--- config.mk ---
export PLATFORM = sky130hd
export DESIGN_NAME = serial_sum_decoder_flat
export DESIGN_NICKNAME = d
export VERILOG_FILES = /design/src/rtl/serial_sum_decoder_pkg.sv /design/src/rtl/serial_sum_decoder_if.sv /design/src/rtl/serial_sub_bit.sv /design/src/rtl/serial_sum_decoder.sv /design/src/flat_wrapper.sv
export SDC_FILE = /design/constraint.sdc
export NUM_CORES = 1
export LEC_CHECK = 0
export CAP_MARGIN = 20
export CORE_MARGIN = 2
export CORE_UTILIZATION = 54
export CTS_BUF_LIST = sky130_fd_sc_hd__clkbuf_16
export DETAILED_ROUTE_END_ITERATION = 10
export PLACE_DENSITY_LB_ADDON = 0.15
export SYNTH_ARGS = -nofsm -noshare
export SYNTH_HDL_FRONTEND = slang
export SYNTH_SLANG_ARGS = --single-unit
--- constraint.sdc ---
create_clock -name clk -period 2.9 [get_ports clk]
set_input_delay 0.58 -clock clk [delete_from_list [all_inputs] [get_ports clk]]
set_output_delay 0.58 -clock clk [all_outputs]
set_load 0.01 [all_outputs]
--- src/rtl/serial_sum_decoder_pkg.sv ---
// Shared types and constants for the bit-serial subtractor that recovers B = S - A.
package serial_sum_decoder_pkg;

  localparam int unsigned DEFAULT_WIDTH = 8;

  typedef enum logic [1:0] {
    IDLE,
    SHIFT,
    DONE
  } state_e;

endpackage

--- src/rtl/serial_sum_decoder_if.sv ---
// Request/result bundle between the wrapper (master) and the serial decoder (slave).
interface serial_sum_decoder_if #(
  parameter int unsigned WIDTH = serial_sum_decoder_pkg::DEFAULT_WIDTH
);

  logic             start;
  logic [WIDTH-1:0] sum_in;
  logic [WIDTH-1:0] addend_in;
  logic             busy;
  logic             done;
  logic [WIDTH-1:0] diff_out;
  logic             borrow_out;

  modport master (
    output start,
    output sum_in,
    output addend_in,
    input  busy,
    input  done,
    input  diff_out,
    input  borrow_out
  );

  modport slave (
    input  start,
    input  sum_in,
    input  addend_in,
    output busy,
    output done,
    output diff_out,
    output borrow_out
  );

endinterface

--- src/rtl/serial_sub_bit.sv ---
// One-bit full subtractor with its borrow flop; the difference and next borrow are combinational.
module serial_sub_bit (
  input  logic clk,
  input  logic rst,
  input  logic clear,
  input  logic en,
  input  logic s,
  input  logic a,
  output logic d_c,
  output logic bout_c
);

  logic borrow_q;

  always_comb begin
    d_c    = s ^ a ^ borrow_q;
    bout_c = (~s & a) | (~(s ^ a) & borrow_q);
  end

  // A new operand pair always starts with no borrow in.
  always_ff @(posedge clk) begin
    if (rst) begin
      borrow_q <= 1'b0;
    end else if (clear) begin
      borrow_q <= 1'b0;
    end else if (en) begin
      borrow_q <= bout_c;
    end
  end

endmodule

--- src/rtl/serial_sum_decoder.sv ---
// Bit-serial decoder: recovers B = (S - A) mod 2^WIDTH, LSB first, plus a borrow flag for S < A.
module serial_sum_decoder
  import serial_sum_decoder_pkg::*;
#(
  parameter int unsigned WIDTH = DEFAULT_WIDTH
) (
  input  logic                 clk,
  input  logic                 rst,
  serial_sum_decoder_if.slave  bus
);

  localparam int unsigned CNT_W = $clog2(WIDTH);
  localparam logic [CNT_W-1:0] LAST_BIT = CNT_W'(WIDTH - 1);

  state_e           state;
  logic [WIDTH-1:0] s_q;
  logic [WIDTH-1:0] a_q;
  logic [WIDTH-1:0] r_q;
  logic [CNT_W-1:0] cnt_q;

  logic             accept_c;
  logic             shift_c;
  logic             d_c;
  logic             bout_c;
  logic [WIDTH-1:0] r_next_c;

  always_comb begin
    accept_c = bus.start && ((state == IDLE) || (state == DONE));
    shift_c  = (state == SHIFT);
    r_next_c = {d_c, r_q[WIDTH-1:1]};
  end

  serial_sub_bit u_sub_bit (
    .clk    (clk),
    .rst    (rst),
    .clear  (accept_c),
    .en     (shift_c),
    .s      (s_q[0]),
    .a      (a_q[0]),
    .d_c    (d_c),
    .bout_c (bout_c)
  );

  // Start is honoured in IDLE and DONE so back-to-back requests need no bubble.
  always_ff @(posedge clk) begin
    if (rst) begin
      state          <= IDLE;
      s_q            <= '0;
      a_q            <= '0;
      r_q            <= '0;
      cnt_q          <= '0;
      bus.busy       <= 1'b0;
      bus.done       <= 1'b0;
      bus.diff_out   <= '0;
      bus.borrow_out <= 1'b0;
    end else begin
      bus.done <= 1'b0;
      case (state)
        IDLE, DONE: begin
          if (accept_c) begin
            state    <= SHIFT;
            s_q      <= bus.sum_in;
            a_q      <= bus.addend_in;
            cnt_q    <= '0;
            bus.busy <= 1'b1;
          end else begin
            state    <= IDLE;
            bus.busy <= 1'b0;
          end
        end
        SHIFT: begin
          s_q   <= s_q >> 1;
          a_q   <= a_q >> 1;
          r_q   <= r_next_c;
          cnt_q <= cnt_q + CNT_W'(1);
          if (cnt_q == LAST_BIT) begin
            state          <= DONE;
            bus.busy       <= 1'b0;
            bus.done       <= 1'b1;
            bus.diff_out   <= r_next_c;
            bus.borrow_out <= bout_c;
          end
        end
        default: begin
          state    <= IDLE;
          bus.busy <= 1'b0;
        end
      endcase
    end
  end

endmodule

--- src/flat_wrapper.sv ---
// flat-port wrapper written by rule: the top's interface ports become plain ports
module serial_sum_decoder_flat import serial_sum_decoder_pkg::*;
#(
  parameter int unsigned WIDTH = DEFAULT_WIDTH
)
  (clk, rst, bus_start, bus_sum_in, bus_addend_in, bus_busy, bus_done, bus_diff_out, bus_borrow_out);
  serial_sum_decoder_if #(.WIDTH(WIDTH)) bus_i ();
  input  logic clk;
  input  logic rst;
  input wire logic [$bits(bus_i.start)-1:0] bus_start;
  input wire logic [$bits(bus_i.sum_in)-1:0] bus_sum_in;
  input wire logic [$bits(bus_i.addend_in)-1:0] bus_addend_in;
  output wire logic [$bits(bus_i.busy)-1:0] bus_busy;
  output wire logic [$bits(bus_i.done)-1:0] bus_done;
  output wire logic [$bits(bus_i.diff_out)-1:0] bus_diff_out;
  output wire logic [$bits(bus_i.borrow_out)-1:0] bus_borrow_out;
  assign bus_i.start = bus_start;
  assign bus_i.sum_in = bus_sum_in;
  assign bus_i.addend_in = bus_addend_in;
  assign bus_busy = bus_i.busy;
  assign bus_done = bus_i.done;
  assign bus_diff_out = bus_i.diff_out;
  assign bus_borrow_out = bus_i.borrow_out;
  serial_sum_decoder #(.WIDTH(WIDTH)) u_core (.clk(clk), .rst(rst), .bus(bus_i));
endmodule
* Yosys cells after proc, flatten, opt, wreduce, memory -nomap -nowiden
Cells that the tools add are included.
Word-level totals: bits of input ports 19, logic and storage cells 46, output and inout port bits 11, bits in registers 41
Operators by class: muxes and demuxes 13, bitwise gates (word level) 8, add/sub/neg operators 1, equal/unequal tests 5, reduce and logical (&&, ||, !) cells 9
Operators by type and width (number):
- $pmux 8 s2 | 2
- $mux 8 | 2
- $pmux 3 s2 | 1
- $reduce_or 2->1 | 3
- $mux 1 | 4
- $pmux 2 s2 | 1
- $reduce_and 2->1 | 2
- $add 3x1->3 const B | 1
- $eq 3x3->1 const B | 1
- $mux 3 | 1
- $not 1->1 | 3
- $and 1x1->1 | 2
- $eq 2x1->1 const B | 1
- $eq 2x2->1 const B | 1
- $logic_not 2->1 | 1
- $mux 2 | 1
- $ne 2x1->1 const B | 1
- $ne 2x2->1 const B | 1
- $pmux 1 s2 | 1
- $reduce_bool 2->1 | 1
- $xor 1x1->1 | 2
- $logic_and 1x1->1 | 1
- $logic_or 1x1->1 | 1
- $or 1x1->1 | 1

* Logic depth before layout (Yosys ltp)
Gate-level depths: netlist (run 1).
depth after elaboration 5, mapped depth 5, gate-level depth less buffers 5

* By module
Synthesis (run 1) repeated with hierarchy kept, for this count alone.
Second synthesis, totals: cells, all modules 194, area total of the unflattened synthesis 1685.4 µm²
By module, submodules not included:
- serial_sum_decoder | area an instance 1615.3 µm², cells an instance 187, instances 1, seq. area each 780.7 µm²
- serial_sub_bit | area an instance 70.1 µm², cells an instance 7, instances 1, seq. area each 20.0 µm²

* Worst setup path before layout (run 1)
No wires, ideal clock.
path kind register to register, from register u_core.cnt_q[0], to register u_core.state[0], path slack 1.656 ns, path buffers 1, library setup time 0.128 ns, cell stages (with the launch flop) 6, data required time 2.772 ns, period minus slack after synthesis 1.244 ns, data arrival time 1.116 ns, cell sequence dfxtp_1 -> ha_1 -> ha_1 -> buf_1 -> o21a_1 -> nor2_1
On the way: longest elaborated chain between the ends 2
RTL lines:
- from (decl) | line serial_sum_decoder.sv:19 | logic [CNT_W-1:0] cnt_q;
- from (signal assigned) | line serial_sum_decoder.sv:75 | cnt_q <= cnt_q + CNT_W'(1);
- $eq 3x3->1 | line serial_sum_decoder.sv:76 | if (cnt_q == LAST_BIT) begin
- $ne 2x2->1 (no line)
- to (signal assigned) | line serial_sum_decoder.sv:67 | state <= IDLE;
- to (signal assigned) | line serial_sum_decoder.sv:77 | state <= DONE;
- to (signal assigned) | line serial_sum_decoder.sv:85 | state <= IDLE;
- to (decl) | line serial_sum_decoder.sv:15 | state_e state;
No other way between the ends. A chain may end at the register's enable or synchronous reset.

* Final worst setup path (run 1)
from register u_core.cnt_q[0], to register u_core.bus.diff_out[4]
On the way: longest elaborated chain between the ends 2
RTL lines:
- $eq 3x3->1 | line serial_sum_decoder.sv:76
- $reduce_and 2->1 (no line)
- to (signal assigned) | line serial_sum_decoder.sv:80 | bus.diff_out <= r_next_c;
- to (decl) | line serial_sum_decoder_if.sv:30 | output diff_out,
No other way between the ends.

==> results of run 1 <==
[state kept, by name, indices dropped and copies added, names as in the netlist]
name / flops
u_core.a_q: 8
u_core.bus.diff_out: 8
u_core.s_q: 8
u_core.r_q: 7
u_core.cnt_q: 3
u_core.state: 2
u_core.bus.borrow_out: 1
u_core.bus.busy: 1
u_core.bus.done: 1
u_core.u_sub_bit.borrow_q: 1
[worst min path at each step]
stage                                      start                     end  slack, ns
after CTS                 u_core.bus.diff_out[1]  u_core.bus.diff_out[1]       0.45
after detailed placement  u_core.bus.diff_out[6]  u_core.bus.diff_out[6]       0.45
final                     u_core.bus.diff_out[1]  u_core.bus.diff_out[1]       0.45
after floorplan                    u_core.r_q[1]           u_core.r_q[1]       0.44
after global placement    u_core.bus.diff_out[4]  u_core.bus.diff_out[4]       0.44
after global routing      u_core.bus.diff_out[1]  u_core.bus.diff_out[1]       0.48
[layout by cell type, fill, tap and decap left out, drive strengths merged]
cell,instances
a21oi,23
a311oi,2
and2b,2
buf,3
clkbuf,5
clkdlybuf4s50,29
clkinv,3
dfxtp,40
fa,1
ha,2
inv,2
nand2,26
nand2b,4
nand3,14
nand3b,2
nor2,3
nor3,26
o21a,1
o22ai,14
[cell type report]
| cell class | instances | area share [%] |
|---|---|---|
| tap | 31 | 1.99 |
| clock inverter | 3 | 0.708 |
| inverter | 2 | 0.386 |
| timing repair buffer | 32 | 16.1 |
| sequential | 40 | 41.2 |
| multi-input combinational | 120 | 33.2 |
| clock buffer | 5 | 6.44 |
[worst max-delay path, stage by stage (launching register included)]
cell	delay [ns]
dfxtp_1	0.35
ha_1	0.16
ha_1	0.44
nand3b_1	0.42
nand2_1	0.17
a21oi_1	0.08
[logic make-up after synthesis]
| logic type | count (synthesis) |
|---|---|
| fa+ha+maj | 3 |
| flops | 40 |
| simple gates | 77 |
| buf+inv | 17 |
| compound gates | 40 |
[stage by stage]
stage | power, mW | std cells | utilization (%)
5_1_grt | 1.29 | 233 | 71.1
3_3_place_gp | 0.734 | 225 | 66.0
2_1_floorplan | 0.700 | 177 | -
3_5_place_dp | 0.739 | 225 | 66.0
6_report | 1.24 | 233 | 71.1
4_1_cts | 1.24 | 233 | 71.1
[cells in the mapped netlist]
library cell	n	share of area [%]
buf_1	1	0.24
buf_2	3	0.97
ha_1	2	1.6
fa_1	1	1.3
inv_1	2	0.49
nand3b_1	2	0.97
nand2b_1	3	1.2
nand2_1	26	6.3
buf_6	1	0.73
nand2b_2	1	0.57
a311oi_2	1	0.97
a311oi_1	1	0.57
dfxtp_1	40	52
o21a_1	1	0.49
and2b_1	2	0.97
clkbuf_1	5	1.2
nor3_1	26	8.4
a21oi_1	23	7.5
o22ai_1	14	5.7
nor2_1	3	0.73
nand3_1	14	4.5
buf_4	5	2.4
[metal layers]
metal	wire, µm	vias up	share of wire [%]	track usage [%]
met2	1540	37	49	33.1
met4	36	0	1.1	9.30
met5	0	-	0	0
met3	140	5	4.4	5.22
li1	-	672	-	-
met1	1460	603	46	26.4
[power by group]
group / leakage (nW) / switching [mW] / internal (mW)
Combinational: 0.282 / 0.0727 / 0.0629
Sequential: 0.327 / 0.0161 / 0.578
Clock: 0.0710 / 0.197 / 0.312
Total: 0.679 / 0.286 / 0.953
==> results.json, run 1 <==
{
  "clockBufferDepth": 2,
  "finalCriticalPeriod_ns": 1.75,
  "die_y_um": 57.4,
  "vias": 1317,
  "clk-insertion-delay-late_ns": 0.27,
  "diodes": 0,
  "fin_crit_sh_pct": 60.4,
  "r2r_slack_ns": 1.15,
  "cts_resized": 0,
  "grt_pass1_vias": 1196,
  "dp_slack_ns": 1.04,
  "whs_ns": 0.450,
  "fp.dieW_um": 57.4,
  "crit_end": "u_core.bus.diff_out[4]",
  "synth_compound_area_share_pct": 15.2,
  "post_cts_buffers": 0,
  "slew_viol_final": 0,
  "hold_buffers": 0,
  "start_util_pct": 56.3,
  "syn_inst": 177,
  "place_hpwl_um": 2000,
  "gr-usage-all-layers_pct": 20.7,
  "slew_headroom_pct": 65.7,
  "ant_nets": 0,
  "clock_sinks": 40,
  "hold_depth": 2,
  "portBuffers": 29,
  "ys_types": 22,
  "avgSynthCellArea_um2": 8.70,
  "drt-vias-per-instance": 5.65,
  "hp-class": "register to register",
  "seq_area_um2": 801,
  "synth_top_family_by_area": "simple AND/OR/NAND/NOR gates",
  "ctsHtreeMaxLevel": 2,
  "worst_setup_path_end_kind": "register",
  "fin_area_um2": 1940,
  "dieArea_um2": 3300,
  "worst_slew_pin_slew_ns": 0.514,
  "multi_input_area_um2": 646,
  "firstDrtPassIters": 4,
  "cp-start-kind": "register",
  "io_pins": 30,
  "rows": 19,
  "totalWireLength_um": 3180,
  "synth_xor_area_share_pct": 0,
  "n_fill_cell": 239,
  "drive_gt1_share_pct": 5.94,
  "cts_buffers": 5,
  "synth-adder-area-share_pct": 2.92,
  "path_class": "register to register",
  "ir_drop_uv": 583,
  "synthSimpleGateAreaFrac_pct": 23.8,
  "synth_seq_cells": 40,
  "core_um2": 2730,
  "drc": 0,
  "seq_area_frac_synth_pct": 52.0,
  "post_dp_cell_area_um2": 1810,
  "reg2reg_depth": 5,
  "startpoint": "u_core.cnt_q[0]",
  "p_leak_nw": 0.679,
  "syn_area_um2": 1540,
  "final_nets": 223,
  "finalHoldViolations": 0,
  "status": "finished clean",
  "grt_pass1_wl_um": 5300,
  "grt.overflow.total": 0,
  "cap_viol_max_count": 0,
  "crit_fanout": 13,
  "r2r-start": "u_core.cnt_q[0]",
  "finalSetupViolCount": 0,
  "synth_mux_area_share_pct": 0,
  "synth_nets": 199,
  "ys_warn_count": 0,
  "fin_skew_ns": 0.00457,
  "antenna_found_initial": 0,
  "rsz0062_at_grt": "false",
  "dr.first_iter.drc_count": 73,
  "max_freq_mhz": 571,
  "worstPathRequired_ns": 3.05,
  "setup_slack_ns": 1.15,
  "reg2reg_to": "u_core.bus.diff_out[4]",
  "power.density_nw_per_um2": 637,
  "grt_max_degree": 41,
  "area_delta_synth_final_pct": 26.2,
  "fin_tns_setup_ns": 0,
  "wl_per_cell_um": 13.6,
  "place_congestion": 0.712,
  "cts_tree": "built",
  "arrival_ns": 1.90,
  "root_buffer": "clkbuf_16",
  "clk_transition_reported_paths_ns": 0.06
}
Note: power is estimated with default switching activity, not from simulation.
==> inputs of run 2 (changes only) <==
--- a/config.mk
+++ b/config.mk
@@ -7,7 +7,7 @@
 export LEC_CHECK = 0
 export CAP_MARGIN = 20
 export CORE_MARGIN = 2
-export CORE_UTILIZATION = 54
+export CORE_UTILIZATION = 45
 export CTS_BUF_LIST = sky130_fd_sc_hd__clkbuf_16
 export DETAILED_ROUTE_END_ITERATION = 10
 export PLACE_DENSITY_LB_ADDON = 0.15
==> constraint.sdc (replaced) <==
create_clock -name clk -period 1.55 [get_ports clk]
set_input_delay 0.31 -clock clk [delete_from_list [all_inputs] [get_ports clk]]
set_output_delay 0.31 -clock clk [all_outputs]
set_load 0.01 [all_outputs]
==> run 2 against run 1 <==
Via count grew 2.4%. Critical path depth shrank 4. Sequential share of layout area shrank 2.7 points. Core utilization shrank 8.2 points. Register-to-register slack lost 0.97 ns. Global-route usage shrank 2.1 points. Clock power grew 130%. Non-clock buffer count grew 7. Flip-flop and latch count is the same. Sequential power grew 87%. Count of clock-buffer cells in the layout is the same. Critical path type is now register to primary output. Critical endpoint is now bus_busy. Highest routed layer unchanged.
==> results.json, run 2 (synthesis results as in run 1) <==
{
  "hold_depth": 2,
  "cts_resized": 0,
  "crit_chain": "clkdlybuf4s50_1",
  "place_hpwl_um": 2180,
  "fin_tns_setup_ns": 0,
  "min_from": "u_core.bus.diff_out[6]",
  "path_class": "register to primary output",
  "layout_commonest_cell": "dfxtp_1",
  "fin_area_um2": 2080,
  "slowest_delay_ns": 0.54,
  "hp-class": "register to register",
  "whs_ns": 0.451,
  "rsz0062_at_grt": "false",
  "clk_transition_reported_paths_ns": 0.06,
  "r2r_slack_ns": 0.18,
  "reg2reg_to": "u_core.bus.diff_out[5]",
  "seq_area_um2": 801,
  "cap_viol_max_count": 0,
  "hold_buffers": 0,
  "die_y_um": 62.5,
  "antenna_found_initial": 0,
  "critical_path.n_buffers_inverters": 1,
  "post_cts_buffers": 0,
  "firstDrtPassIters": 4,
  "slowest_stage": "clkdlybuf4s50_1",
  "r2r-start": "u_core.cnt_q[0]",
  "worst_slew_pin_slew_ns": 0.455,
  "cts_buffers": 5,
  "drive_gt1_share_pct": 9.09,
  "status": "finished clean",
  "wl_per_cell_um": 13.1,
  "clk-insertion-delay-late_ns": 0.28,
  "multi_input_area_um2": 646,
  "drt-vias-per-instance": 5.29,
  "cp-start-kind": "register",
  "post_dp_cell_area_um2": 1910,
  "gr-usage-all-layers_pct": 18.7,
  "crit_fanout": 2,
  "final_nets": 230,
  "reg2reg_depth": 5,
  "slew_viol_final": 0,
  "p_leak_nw": 0.736,
  "n_fill_cell": 328,
  "fin_skew_ns": 0.00459,
  "drc": 0,
  "clock_sinks": 40,
  "start_util_pct": 46.5,
  "core_um2": 3310,
  "worstPathRequired_ns": 1.24,
  "totalWireLength_um": 3340,
  "fin_crit_sh_pct": 95.1,
  "cts_tree": "built",
  "io_pins": 30,
  "mostFrequentLayoutCells": "40 x dfxtp_1, 29 x clkdlybuf4s50_1, 26 x nor3_1, 26 x nand2_1, 23 x a21oi_1",
  "power.density_nw_per_um2": 1230,
  "place_congestion": 0.749,
  "grt.overflow.total": 0,
  "ant_nets": 0,
  "portBuffers": 29,
  "grt_pass1_vias": 1266,
  "rows": 21,
  "power.total_mw": 2.55,
  "crit_family": "buffers and inverters",
  "slew_headroom_pct": 69.7,
  "grt_pass1_wl_um": 5760,
  "worst_setup_path_end_kind": "primary output",
  "vias": 1349,
  "area_delta_synth_final_pct": 35.2,
  "dr.first_iter.drc_count": 98,
  "max_freq_mhz": 679,
  "grt_max_degree": 41,
  "clockBufferDepth": 2,
  "ir_drop_uv": 820,
  "root_buffer": "clkbuf_16",
  "ctsHtreeMaxLevel": 2,
  "arrival_ns": 1.16,
  "dieArea_um2": 3910,
  "finalSetupViolCount": 0,
  "hold_end": "u_core.bus.diff_out[6]",
  "finalCriticalPeriod_ns": 1.47,
  "diodes": 0,
  "fp.dieW_um": 62.5,
  "largestRegisters": "u_core.a_q x8, u_core.bus.diff_out x8, u_core.s_q x8",
  "finalHoldViolations": 0
}
-- run 2: cell count changes in the layout (fill, tap and decap cells not counted) --
| cell | previous run | this run |
|---|---|---|
| clkinv_4 | 0 | 1 |
| bufinv_16 | 0 | 1 |
| clkinv_2 | 2 | 0 |
| buf_12 | 0 | 3 |
| buf_4 | 3 | 7 |
-- run 2: worst max-delay path by stage --
stage / startpoint / end / depth (start not counted)
2_1_floorplan: u_core.cnt_q[0] / u_core.state[0] / 5
3_3_place_gp: bus_start / u_core.s_q[5] / 5
3_5_place_dp: bus_start / u_core.s_q[2] / 5
4_1_cts: u_core.bus.busy / bus_busy / 1
5_1_grt: u_core.bus.busy / bus_busy / 1
6_report: u_core.bus.busy / bus_busy / 1
-- run 2: metrics by stage --
step | instances | setup slack, ns | utilization [%]
after floorplan | 177 | 0.306 | -
after global placement | 247 | 0.145 | 57.8
after detailed placement | 247 | 0.0983 | 57.8
after CTS | 255 | 0.0596 | 62.9
after global routing | 255 | 0.0324 | 62.9
final | 255 | 0.0765 | 62.9
-- run 2: cell type report --
class	instances	area share [%]
clock inverter	3	2.04
tap	46	2.76
inverter	2	0.361
multi-input combinational	120	31.0
clock buffer	5	6.01
timing repair buffer	39	19.4
sequential	40	38.5
-- run 2: power breakdown --
group	internal [mW]	switching, mW	total (mW)
clock network	0.756	0.398	1.15
logic	0.145	0.140	0.285
registers	1.08	0.0318	1.11
total	1.98	0.570	2.55
-- run 2: layer usage --
metal  global-route usage (%)  vias to the layer above  part of all wire, %
met2                     32.9                       38                   52
met4                     5.83                        0                 0.66
met1                     21.5                      618                   44
met5                        0                        -                    0
met3                     5.95                        4                  3.9
li1                         -                      689                    -
